File: config.mk
export PLATFORM = sky130hd
export DESIGN_NAME = multi_debouncer
export DESIGN_NICKNAME = d
export VERILOG_FILES = /design/src/rtl/multi_debouncer.sv
export SDC_FILE = /design/constraint.sdc
export NUM_CORES = 1
export LEC_CHECK = 0
export CORE_UTILIZATION = 55
export DETAILED_ROUTE_END_ITERATION = 6
export DONT_BUFFER_PORTS = 1
export PLACE_DENSITY = 0.7
export SLEW_MARGIN = 20
export SYNTH_ARGS = -nofsm -noshare
export SYNTH_HDL_FRONTEND = slang
export SYNTH_SLANG_ARGS = --single-unit
export TNS_END_PERCENT = 5
File: constraint.sdc
create_clock -name clk -period 1.75 [get_ports clk]
set_input_delay 0.175 -clock clk [delete_from_list [all_inputs] [get_ports clk]]
set_output_delay 0.175 -clock clk [all_outputs]
set_load 0.02 [all_outputs]
File: src/rtl/multi_debouncer.sv
// N-channel two-flop synchroniser + glitch filter with registered rise/fall pulses.
// Optional long-press detection is built when MULTI_DEBOUNCER_LONG_EN is defined.
module multi_debouncer #(
  parameter int CHANNELS      = 4,
  parameter int STABLE_CYCLES = 4,
  parameter int CNT_W         = 8,
  parameter int RESET_LEVEL   = 0,
  parameter int LONG_CYCLES   = 16
) (
  input  logic                clk,
  input  logic                reset,
  input  logic [CHANNELS-1:0] noisy,
  output logic [CHANNELS-1:0] clean,
  output logic [CHANNELS-1:0] rise,
  output logic [CHANNELS-1:0] fall,
  output logic [CHANNELS-1:0] long
);

  localparam logic [CNT_W-1:0]    CNT_MAX = CNT_W'(STABLE_CYCLES - 1);
  localparam logic [CHANNELS-1:0] RST_VEC = (RESET_LEVEL != 0) ? '1 : '0;

  logic [CHANNELS-1:0]            s1;
  logic [CHANNELS-1:0]            s2;
  logic [CHANNELS-1:0][CNT_W-1:0] cnt;
  logic [CHANNELS-1:0]            commit;

  // A channel commits when its synchronised level has disagreed with clean long enough.
  always_comb begin
    commit = '0;
    for (int i = 0; i < CHANNELS; i++) begin
      commit[i] = (s2[i] != clean[i]) && (cnt[i] == CNT_MAX);
    end
  end

  // NOTE: every register here is updated with <= so all channels see the pre-edge values.
  always_ff @(posedge clk) begin
    if (reset) begin
      s1    <= RST_VEC;
      s2    <= RST_VEC;
      clean <= RST_VEC;
      cnt   <= '0;
      rise  <= '0;
      fall  <= '0;
    end else begin
      s1   <= noisy;
      s2   <= s1;
      rise <= commit & s2;
      fall <= commit & ~s2;
      for (int i = 0; i < CHANNELS; i++) begin
        if (s2[i] == clean[i] || commit[i]) begin
          cnt[i] <= '0;
        end else begin
          cnt[i] <= cnt[i] + 1'b1;
        end
        if (commit[i]) begin
          clean[i] <= s2[i];
        end
      end
    end
  end

`ifdef MULTI_DEBOUNCER_LONG_EN
  localparam logic [CNT_W-1:0] HOLD_MAX     = CNT_W'(LONG_CYCLES);
  localparam logic [CNT_W-1:0] HOLD_FIRE    = CNT_W'((LONG_CYCLES > 1) ? LONG_CYCLES - 2 : 0);
  localparam logic             LONG_AT_RISE = (LONG_CYCLES == 1);

  logic [CHANNELS-1:0][CNT_W-1:0] hcnt;

  // hcnt is one less than the number of cycles clean has been high; it saturates
  // so that a held button produces exactly one long pulse.
  always_ff @(posedge clk) begin
    if (reset) begin
      hcnt <= '0;
      long <= '0;
    end else begin
      for (int i = 0; i < CHANNELS; i++) begin
        if (!clean[i]) begin
          hcnt[i] <= '0;
        end else if (hcnt[i] != HOLD_MAX) begin
          hcnt[i] <= hcnt[i] + 1'b1;
        end
        if (LONG_AT_RISE) begin
          long[i] <= commit[i] & s2[i];
        end else begin
          long[i] <= clean[i] && (hcnt[i] == HOLD_FIRE);
        end
      end
    end
  end
`else
  assign long = '0;
`endif

endmodule

After elaboration in Yosys (flattened, before gate mapping)
Index checks and enable logic that the tools add are counted.
- output and inout bits: 16
- bits of input ports: 6
- register bits: 52
- bitwise gates (word level): 3
- reduce and logical (&&, ||, !) cells: 12
- equality and inequality tests: 12
- add/subtract/negate cells: 4
- operators with widths (kind ; number):
    8-bit by 1-bit adder with 8-bit output (second input constant) ; 4
    8-bit by 2-bit equality test with 1-bit output (second input constant) ; 4
    4-bit bitwise AND ; 2
    2-bit OR reduction ; 4
    1-bit equality test ; 4
    1-bit logical AND ; 4
    1-bit logical OR ; 4
    1-bit inequality test ; 4
    4-bit inverter ; 1

Longest topological paths before layout
- depth in word-level cells: 4
- gate-level depth with buffers: 4
- depth with buffers taken out: 4

Least setup slack after synthesis
OpenSTA, ideal clock, no wires.
- path type: reg2reg
- from: register cnt[8] (netlist name)
- to: register cnt[10] (netlist name)
- cell stages (with the launch flop): 5
- clock period less this slack: 1.551 ns
- buffers on the path: 0
- data arrival time: 1.422 ns
- data required time: 1.621 ns
- setup time: 0.129 ns
- path slack: 0.199 ns
- cells stage by stage: dfxtp_1 -> ha_1 -> or3b_2 -> o211ai_1 -> nor2_1
- word-level cells in the longest chain between the ends: 4
- elaborated cells between the ends (all ways): 5
- those cells by class: add/sub: 1; eq/ne: 1; reduce/logical: 3
- RTL lines (item ; line ; text):
    start, declared ; 24 ; logic [CHANNELS-1:0][CNT_W-1:0] cnt;
    start signal, assigned by index ; 53 ; cnt[i] <= cnt[i] + 1'b1;
    parallel branches: the longest is 4 deep, another holds 8-bit by 1-bit adder with 8-bit output ; - ;
Several ways; the timed one is not identified.
A chain may end at the register's enable or synchronous reset.

Worst setup path in the final report
- from: register cnt[24] (netlist name)
- to: register cnt[26] (netlist name)
The elaborated chain is that of the path after synthesis.

==> key figures <==
Power and ir drop
  – Pwr Total: 1.95 mW
  – Sw Pwr: 0.413 mW
  – Seq pwr share: 61.7%
  – Clock share of power: 35.7%
  – PD cells: 866 nW/um^2
  – Leak pwr: 0.759 nW
  – Sw Share: 21.2%
  – Combinational share of power: 2.6%
  – Int Power: 1.53 mW
  – VDD IR max: 511 uV

Setup path
  – Crit Path Category: reg -> reg
  – Flop2flop setup slack: 0.12 ns
  – Peak fanout along the critical path: 8
  – Crit path required time: 1.94 ns
  – Worst EP arrival: 1.82 ns
  – Worst setup EP type: register
  – Startpoint Class: register

Synth
  – Part of the Yosys area used for sequential elements: 51.3%
  – Mapped cell area: 2030 sq um
  – Largest area contributor in the netlist: dfxtp_1
  – Post-synth cell types: 26
  – Count leader, synth: dfxtp_1
  – Prevailing post-synth register cell: dfxtp_1
  – Ys Warns: 0
  – Synth top cells by count: dfxtp_1, nor2_1, nand3_1
  – EDFF count, synth: 0
  – Post-Synthesis Cells: 220
  – Post-synth top area share: 51.3%
  – Syn Area/Cell: 9.23 sq um
  – Synth area leaders: dfxtp_1, xor2_1, or3_1
  – Synth async-reset ratio: 0%
  – Synthesized flop and latch total: 52

Drt
  – Via density: 5.47
  – Wirelength, routed: 3480 microns
  – Via Count: 1,536
  – ANT nets after route: 0
  – 1st-iter DRT viols: 150
  – Avg WL per Cell: 12.4 microns
  – DRC: 0
  – DRT Pass-1 Iters: 4

Global route
  – First-pass GRT wire length: 6000 microns
  – Tot GR Track Use: 19.6%
  – Gr ovfl total: 0
  – Vias in the first global route: 1,432
  – Initial antenna violation count: 0
  – Largest net degree at the start of global routing: 16

Place
  – RePlAce Congestion: 0.844
  – HPWL after DPL: 2430 microns
  – Port buffer count: 0
  – DP Area: 2100 sq um
  – DP Worst Slack: 0.113 ns

Clocking
  – CTS Buffer Depth: 2
  – Reg clk slew, reported paths: 0.08 ns
  – CTS Buf Count: 5
  – Root buffer cell: clkbuf_8
  – Post-CTS setup buffers: 0
  – CTS tree: built
  – Clock Latency Late Sink: 0.31 ns
  – Htree depth: 2
  – Clk sink count: 52

Finish
  – NumNets Final: 244
  – FILL cells: 287
  – Layout area overhead: 10.7%
  – Share of cells above drive strength 1: 8.51%
  – Reg area: 1040 sq um
  – Area taken by multi-input logic gates: 938 sq um
  – Final Cell Area: 2250 sq um
  – Ant diodes: 0

STA
  – RSZ-0062 raised after global routing: false
  – Final Max Tran Viols: 0
  – Endpoints failing hold: 0
  – Fin worst setup slack: 0.121 ns
  – Fmax: 0.614 GHz
  – # setup viols final: 0
  – WHS: 0.244 ns
  – Min Tclk post-route: 1.63 ns
  – Clock Skew: 0.00742 ns
  – Setup_tns: 0 ns
  – Final period utilization: 93.1%

Floorplanning
  – Die outline height: 62.8 microns
  – Row cnt: 21
  – Die area: 3940 sq um
  – Starting Density: 59.0%
  – I/O pin total: 22
  – DIE WIDTH: 62.8 microns
  – Core Footprint: 3440 sq um

Job
  – MaxCap Viol Count: 0

Outcome
  – Outcome: finished, final reports clean

Min path
  – Type of the worst min-delay path: in -> reg
## logic make-up (layout without fill, tap and decap cells)
group           count (synthesis)  count (layout)  synth area share (%)
simple gates                   96              96                  25.3
compound gates                 36              36                  10.4
other cells                     1               4                 0.185
xor+xnor                       16              16                  6.90
flops                          52              52                  51.3
fa+ha+maj                       4               4                  2.46
buf+inv                        15              27                  3.51
## layout make-up
| class | count | share of cell area (%) |
|---|---|---|
| clock buffer | 7 | 3.84 |
| clock inverter | 1 | 0.334 |
| inverter | 10 | 1.67 |
| multi-input combinational | 156 | 41.7 |
| sequential | 52 | 46.3 |
| tap | 46 | 2.56 |
| timing repair buffer | 9 | 3.56 |
## stage by stage
stage	instances	utilization, %
2_1_floorplan	223	-
3_3_place_gp	268	60.9
3_5_place_dp	268	60.9
4_1_cts	280	64.8
5_1_grt	281	65.3
6_report	281	65.3
## flip-flops by register name, summed over array words and instances, names as in the netlist
signal / flops
clean: 4
fall: 4
s1: 4
cnt: 32
s2: 4
rise: 4
## placed cells by master (no fill, tap or decap), types with 5 or more instances in the layout
cell            n
a21oi_1        16
dfxtp_1        52
nand3_1        17
inv_1          10
or3_1          14
clkbuf_8        6
nor2_1         20
nand2_1        13
nor3_1         10
dlygate4sd3_1   5
nor2b_1         8
xor2_1         12
o21ai_0        14
## metal layers
layer	global-route usage (%)	vias up	routed length, microns
met4	13.1	0	82
met1	21.5	701	1500
li1	-	784	-
met5	0	-	0
met3	4.56	8	153
met2	33.7	43	1750
## timing repair
action,CTS,global route
gates resized for setup,0,1
hold endpoints to repair,12,1
hold buffers,4,1
setup endpoints to repair,0,4
## power by group through the flow
stage / combinational, mW / clock (mW) / sequential [mW]
after floorplan: 0.0395 / 0 / 1.23
after global placement: 0.0354 / 0 / 1.23
after detailed placement: 0.0365 / 0 / 1.23
after CTS: 0.0483 / 0.718 / 1.20
after global routing: 0.0568 / 0.777 / 1.20
final: 0.0504 / 0.696 / 1.20
## worst max-delay path: stages, from the launching register on
cell and delay [ns]:
dfxtp_1 0.40, ha_1 0.19, or4b_1 0.52, o211ai_4 0.32, nor2_1 0.09
## path summary, 6_finish.rpt
kind | startpoint | endpoint | cells past startpoint
worst max register to register | cnt[24] | cnt[26] | 4
worst min-delay path | reset | fall[3] | 3
worst max-delay path | cnt[24] | cnt[26] | 4
worst min register to register | s1[2] | s2[2] | 1
(Power assumes the default switching activity.)
